File: src/rtl/rpn_stack_ctrl_pkg.sv
// RPN calculator shared types.
// Op codes, FSM states and default width.
package rpn_pkg;

  localparam int DW_DEF = 8;

  typedef enum logic [1:0] {
    OP_PUSH = 2'b00,
    OP_ADD  = 2'b01,
    OP_SUB  = 2'b10,
    OP_MUL  = 2'b11
  } op_e;

  typedef enum logic [1:0] {
    S_IDLE  = 2'b00,
    S_FETCH = 2'b01,
    S_EXEC  = 2'b10,
    S_WRITE = 2'b11
  } state_e;

endpackage

File: src/rtl/rpn_stack_ctrl_if.sv
// Key/switch inputs and status outputs
// between the rpn top level and the stack sequencer.
interface rpn_stack_ctrl_if #(
  parameter int DW      = 8,
  parameter int DEPTH_W = 3
);
  logic             enter_n;
  logic [1:0]       op;
  logic [DW-1:0]    din;
  logic [DW-1:0]    tos;
  logic [DEPTH_W:0] depth;
  logic             busy;
  logic             err_under;
  logic             err_over;

  modport master (
    output enter_n, op, din,
    input  tos, depth, busy, err_under, err_over
  );

  modport slave (
    input  enter_n, op, din,
    output tos, depth, busy, err_under, err_over
  );
endinterface

File: src/rtl/rpn_stack_ctrl_key_edge.sv
// ENTER key synchroniser.
// Emits one strobe per press on synced 1->0.
module rpn_key_edge (
  input  logic CLOCK_50,
  input  logic reset,
  input  logic key_n,
  output logic pulse
);

  logic s1_q, s2_q, s3_q;

  // two sync flops plus one delay flop for edge detect
  always_ff @(posedge CLOCK_50) begin
    if (reset) begin
      s1_q <= 1'b1;
      s2_q <= 1'b1;
      s3_q <= 1'b1;
    end else begin
      s1_q <= key_n;
      s2_q <= s1_q;
      s3_q <= s2_q;
    end
  end

  assign pulse = s3_q & ~s2_q;

endmodule

File: src/rtl/rpn_stack_ctrl.sv
// RPN command sequencer: operand stack + ALU.
// Push or binary op per ENTER press.
module rpn_stack_ctrl
  import rpn_pkg::*;
#(
  parameter int DEPTH   = 8,
  parameter int DW      = DW_DEF,
  parameter int DEPTH_W = 3
) (
  input logic              CLOCK_50,
  input logic              reset,
  rpn_stack_ctrl_if.slave  bus
);

  localparam logic [DEPTH_W:0] FULL = (DEPTH_W+1)'(DEPTH);
  localparam logic [DEPTH_W:0] ONE  = (DEPTH_W+1)'(1);
  localparam logic [DEPTH_W:0] TWO  = (DEPTH_W+1)'(2);

  state_e           state_q, state_d;
  logic [DW-1:0]    stack_q [DEPTH];
  logic [DEPTH_W:0] depth_q;
  logic [DW-1:0]    tos_q, a_q, b_q, r_q;
  op_e              op_q;
  logic             err_under_q, err_over_q;

  logic             strobe;
  op_e              op_in;
  logic [DEPTH_W:0] dm1, dm2;
  logic [DEPTH_W-1:0] push_ix, top_ix, sec_ix;
  logic             do_push, do_over, do_under, do_start;
  logic             busy;

  rpn_key_edge u_key (
    .CLOCK_50 (CLOCK_50),
    .reset    (reset),
    .key_n    (bus.enter_n),
    .pulse    (strobe)
  );

  assign op_in   = op_e'(bus.op);
  assign dm1     = depth_q - ONE;
  assign dm2     = depth_q - TWO;
  assign push_ix = depth_q[DEPTH_W-1:0];
  assign top_ix  = dm1[DEPTH_W-1:0];
  assign sec_ix  = dm2[DEPTH_W-1:0];

  // FSM state register
  always_ff @(posedge CLOCK_50) begin
    if (reset) state_q <= S_IDLE;
    else       state_q <= state_d;
  end

  // FSM next state: one pass FETCH->EXEC->WRITE per op
  always_comb begin
    state_d = state_q;
    unique case (state_q)
      S_IDLE:  if (do_start) state_d = S_FETCH;
      S_FETCH: state_d = S_EXEC;
      S_EXEC:  state_d = S_WRITE;
      S_WRITE: state_d = S_IDLE;
    endcase
  end

  // FSM outputs: command decode in IDLE, busy otherwise
  always_comb begin
    do_push  = 1'b0;
    do_over  = 1'b0;
    do_under = 1'b0;
    do_start = 1'b0;
    busy     = 1'b0;
    unique case (state_q)
      S_IDLE: begin
        if (strobe) begin
          if (op_in == OP_PUSH) begin
            do_push = (depth_q != FULL);
            do_over = (depth_q == FULL);
          end else begin
            do_under = (depth_q < TWO);
            do_start = (depth_q >= TWO);
          end
        end
      end
      default: busy = 1'b1;
    endcase
  end

  // stack storage; entries above depth are left stale
  always_ff @(posedge CLOCK_50) begin
    if (!reset) begin
      if (do_push)
        stack_q[push_ix] <= bus.din;
      else if (state_q == S_WRITE)
        stack_q[sec_ix] <= r_q;
    end
  end

  // depth, tos view, operands, ALU and error flags
  always_ff @(posedge CLOCK_50) begin
    if (reset) begin
      depth_q     <= '0;
      tos_q       <= '0;
      a_q         <= '0;
      b_q         <= '0;
      r_q         <= '0;
      op_q        <= OP_PUSH;
      err_under_q <= 1'b0;
      err_over_q  <= 1'b0;
    end else begin
      if (do_push || do_start) begin
        err_under_q <= 1'b0;
        err_over_q  <= 1'b0;
      end
      if (do_over)  err_over_q  <= 1'b1;
      if (do_under) err_under_q <= 1'b1;
      if (do_push) begin
        depth_q <= depth_q + ONE;
        tos_q   <= bus.din;
      end
      if (do_start) op_q <= op_in;
      unique case (state_q)
        S_FETCH: begin
          a_q <= stack_q[sec_ix];
          b_q <= stack_q[top_ix];
        end
        S_EXEC: begin
          unique case (op_q)
            OP_ADD:  r_q <= a_q + b_q;
            OP_SUB:  r_q <= a_q - b_q;
            OP_MUL:  r_q <= DW'(a_q * b_q);
            default: r_q <= a_q;
          endcase
        end
        S_WRITE: begin
          depth_q <= dm1;
          tos_q   <= r_q;
        end
        default: ;
      endcase
    end
  end

  assign bus.tos       = tos_q;
  assign bus.depth     = depth_q;
  assign bus.busy      = busy;
  assign bus.err_under = err_under_q;
  assign bus.err_over  = err_over_q;

endmodule

File: src/flat_wrapper.sv
// flat-port wrapper written by rule: the top's interface ports become plain ports
module rpn_stack_ctrl_flat import rpn_pkg::*;
#(
  parameter int DEPTH   = 8,
  parameter int DW      = DW_DEF,
  parameter int DEPTH_W = 3
)
  (CLOCK_50, reset, bus_enter_n, bus_op, bus_din, bus_tos, bus_depth, bus_busy, bus_err_under, bus_err_over);
  rpn_stack_ctrl_if #(.DW(DW), .DEPTH_W(DEPTH_W)) bus_i ();
  input logic CLOCK_50;
  input logic reset;
  input wire logic [$bits(bus_i.enter_n)-1:0] bus_enter_n;
  input wire logic [$bits(bus_i.op)-1:0] bus_op;
  input wire logic [$bits(bus_i.din)-1:0] bus_din;
  output wire logic [$bits(bus_i.tos)-1:0] bus_tos;
  output wire logic [$bits(bus_i.depth)-1:0] bus_depth;
  output wire logic [$bits(bus_i.busy)-1:0] bus_busy;
  output wire logic [$bits(bus_i.err_under)-1:0] bus_err_under;
  output wire logic [$bits(bus_i.err_over)-1:0] bus_err_over;
  assign bus_i.enter_n = bus_enter_n;
  assign bus_i.op = bus_op;
  assign bus_i.din = bus_din;
  assign bus_tos = bus_i.tos;
  assign bus_depth = bus_i.depth;
  assign bus_busy = bus_i.busy;
  assign bus_err_under = bus_i.err_under;
  assign bus_err_over = bus_i.err_over;
  rpn_stack_ctrl #(.DEPTH(DEPTH), .DW(DW), .DEPTH_W(DEPTH_W)) u_core (.CLOCK_50(CLOCK_50), .reset(reset), .bus(bus_i));
endmodule
File: config.mk
export PLATFORM = sky130hd
export DESIGN_NAME = rpn_stack_ctrl_flat
export DESIGN_NICKNAME = d
export VERILOG_FILES = /design/src/rtl/rpn_stack_ctrl_pkg.sv /design/src/rtl/rpn_stack_ctrl_if.sv /design/src/rtl/rpn_stack_ctrl_key_edge.sv /design/src/rtl/rpn_stack_ctrl.sv /design/src/flat_wrapper.sv
export SDC_FILE = /design/constraint.sdc
export NUM_CORES = 1
export LEC_CHECK = 0
export CAP_MARGIN = 10
export CORE_MARGIN = 2
export CORE_UTILIZATION = 45
export CTS_BUF_LIST = sky130_fd_sc_hd__clkbuf_16
export DETAILED_ROUTE_END_ITERATION = 8
export PLACE_DENSITY = 0.67
export SETUP_SLACK_MARGIN = 0.3
export SLEW_MARGIN = 25
export SYNTH_ARGS = -nofsm -noshare
export SYNTH_HDL_FRONTEND = slang
export SYNTH_SLANG_ARGS = --single-unit
File: constraint.sdc
create_clock -name CLOCK_50 -period 9 [get_ports CLOCK_50]
set_input_delay 1.8 -clock CLOCK_50 [delete_from_list [all_inputs] [get_ports CLOCK_50]]
set_output_delay 1.8 -clock CLOCK_50 [all_outputs]
set_load 0.01 [all_outputs]
==> run summary <==
• TritonCTS clock tree: yes
• fraction of the core area covered by cells at the end of the flow: 50.9%
• nature of the critical path startpoint: input port
• synthesized flop and latch total: 109
• path class of the lowest-slack min-delay path: reg2reg
• GRT Total Usage: 20.6%
• first-pass detailed-route iteration total: 6
• total setup buffers inserted after CTS: 0
• clock network latency to the later pin of the worst-skew pair: 0.36 ns
• Port-buffer cells: 27
• EDFF count, synth: 64
• Post-DRT Antenna Nets: 0
• count of nets after finishing: 641
• most frequent cells in the layout: 70 x nor2_1, 65 x nand2_1, 64 x edfxtp_1, 44 x dfxtp_1, 37 x ha_1
• Worst Clk Skew: 0.0157 ns
• count of H-tree levels built during CTS: 3
• max-cap check violation count: 0
• Wirelength per Cell: 19.8 um
• net count of the mapped netlist: 634
• drt first-iter violations: 318
• number of buffers created by CTS: 9
• Crit path required time: 8.98 ns
• Tmin final: 4.21 ns
• Core Rows: 43
• Leak Pwr: 2.66 nW
• hold bufs inserted after CTS: 0
• Synth Instances: 570
• Power Total: 1.76 mW
• count of cell types in the netlist: 45
• top fanout value on the critical path: 16
• vias in the first global route: 4,211
• global placement routability congestion: 0.898
• status: finished clean
• die boundary width: 123 um
• clk sink count: 109
• number of vias per cell after detailed routing: 5.82
• Syn Std Cell Area: 6420 um2
• clock root buffer: clkbuf_16
• HPWL after detailed placement: 11.2 mm
• Core Area: 13,900 um2
• setup repair after global routing missed its margin: false
• part of the Yosys area used for sequential elements: 43.9%
• timing startpoint of the critical path: bus_op[1]
• number of buffers on the longest clock path: 2
• Worst Setup Slack, final: 4.79 ns
• fin crit share: 46.8%
• total power divided by cell area: 248 nW/um2
• antenna violations before repair: 0
• Critical Path End Type: register
• number of gates resized after cts: 0
• total count of hold-check failures in the final report: 0
• achievable frequency: 237 MHz
• most frequent standard cell in the layout excluding fill and tap cells: nor2_1
• count of inserted antenna diode cells: 0
• maximum number of pins on one net before global-route repair: 49
• maximum ir drop on the vdd rail: 0.180 mV
• max-slew violations: 0
• fraction of layout instances using a drive strength above 1: 11.5%
• most instantiated flip-flop cell in the synthesis netlist: edfxtp_1
• mean area per synthesized cell: 11.3 um2
• Reg2Reg Launch Point: u_core.a_q[2]$_SDFFE_PP0N_
• Remaining DRCs: 0
• overflow left after global routing: 0
• die area: 15,200 um2
• Worst Tran Pin Value: 0.873 ns
• Hold Crit Start: u_core.u_key.s1_q$_SDFF_PP1_
• proportion of register bits with asynchronous set or reset after synthesis: 0%
• global-route wire length before repair: 23.3 mm
• count of synthesis-stage warnings from yosys: 0
• final setup violating endpoints: 0
• worst setup timing slack at the placement stage: 4.40 ns
• num ports: 28
• Die Height: 123 um
• routed vias: 4,437
• TNS Setup: 0 ns
• classification of the worst setup path: in2reg
• clock slew at reported path FFs: 0.07 ns
• relative max-transition margin: 41.8%
• layout-stage area growth over the synthesis result: 10.5%
• wire length after detailed routing: 15.1 mm
• worst endpoint data arrival time: 4.20 ns
• initial core utilization: 46.1%
==> synthesized netlist by cell type, drive strengths merged, types with 7 or more instances <==
master / n / area (um2)
fa: 13 / 260
a311oi: 9 / 78.8
xnor2: 26 / 250
a31oi: 9 / 56.3
a21oi: 21 / 105
clkbuf: 19 / 71.3
and2: 9 / 56.3
ha: 38 / 475
nor3: 9 / 45.0
a211oi: 11 / 87.6
nand2: 68 / 263
mux2i: 21 / 210
nor2: 70 / 263
edfxtp: 64 / 1920
xor2: 7 / 68.8
buf: 14 / 95.1
mux4: 32 / 721
inv: 34 / 128
dfxtp: 45 / 901
==> cell families after synthesis <==
group | synth area share, %
flops | 43.9
compound gates | 7.77
fa+ha+maj | 11.5
simple gates | 12.6
mux | 14.7
buf+inv | 4.58
xor+xnor | 4.97
==> where the power goes <==
group          leakage, nW  total [mW]  internal, mW  switching [mW]
Clock                0.154       0.420         0.225           0.195
Combinational         1.56       0.707         0.340           0.366
Sequential           0.940       0.634         0.560          0.0745
==> worst paths after layout <==
| path | to | slack [ns] | cells past startpoint |
|---|---|---|---|
| worst max register to register | u_core.r_q[7]$_SDFFE_PP0P_ | 4.89 | 14 |
| worst min-delay path | u_core.u_key.s2_q$_SDFF_PP1_ | 0.41 | 1 |
| worst max-delay path | u_core.stack_q[6][7]$_DFFE_PP_ | 4.79 | 8 |
| worst min register to register | u_core.u_key.s2_q$_SDFF_PP1_ | 0.41 | 1 |
==> per-stage QoR <==
stage	instances	area, um2	hold slack, ns
CTS	762	7090	0.416
finish	762	7100	0.412
detailed placement	746	6770	0.400
global route	762	7100	0.454
global placement	746	6770	0.402
floorplan	570	6420	0.389
==> critical path, cell delays in order <==
cell and delay (ns):
clkdlybuf4s50_1 0.52, nor2_1 0.06, nand2_1 0.07, a31o_2 0.37
nand3b_1 0.39, nor3_1 0.24, a31oi_1 0.08, nor2_1 0.64
==> metal layers <==
| layer | part of all wire (%) | routed length, um | global-route usage, % |
|---|---|---|---|
| met1 | 46 | 6940 | 29.4 |
| met4 | 1.8 | 265 | 6.46 |
| met5 | 0 | 0 | 0 |
| met3 | 6.1 | 920 | 4.47 |
| met2 | 46 | 7000 | 31.6 |
==> flip-flops by register name, indices dropped and copies added, names as in the netlist, 2 cells and up <==
name and cells:
u_core.bus.tos 8, u_core.a_q 8, u_core.stack_q 64, u_core.bus.depth 4, u_core.op_q 2, u_core.state_q 2
u_core.b_q 8, u_core.r_q 8
==> cell type report <==
type | count | area [um2]
Timing Repair Buffer | 29 | 285
Sequential cell | 109 | 2820
Fill cell | 1214 | 6840
Multi-Input combinational cell | 394 | 3310
Tap cell | 180 | 225
Clock buffer | 9 | 225
Inverter | 34 | 128
Clock inverter | 7 | 98.8
Note: power is estimated with default switching activity, not from simulation.
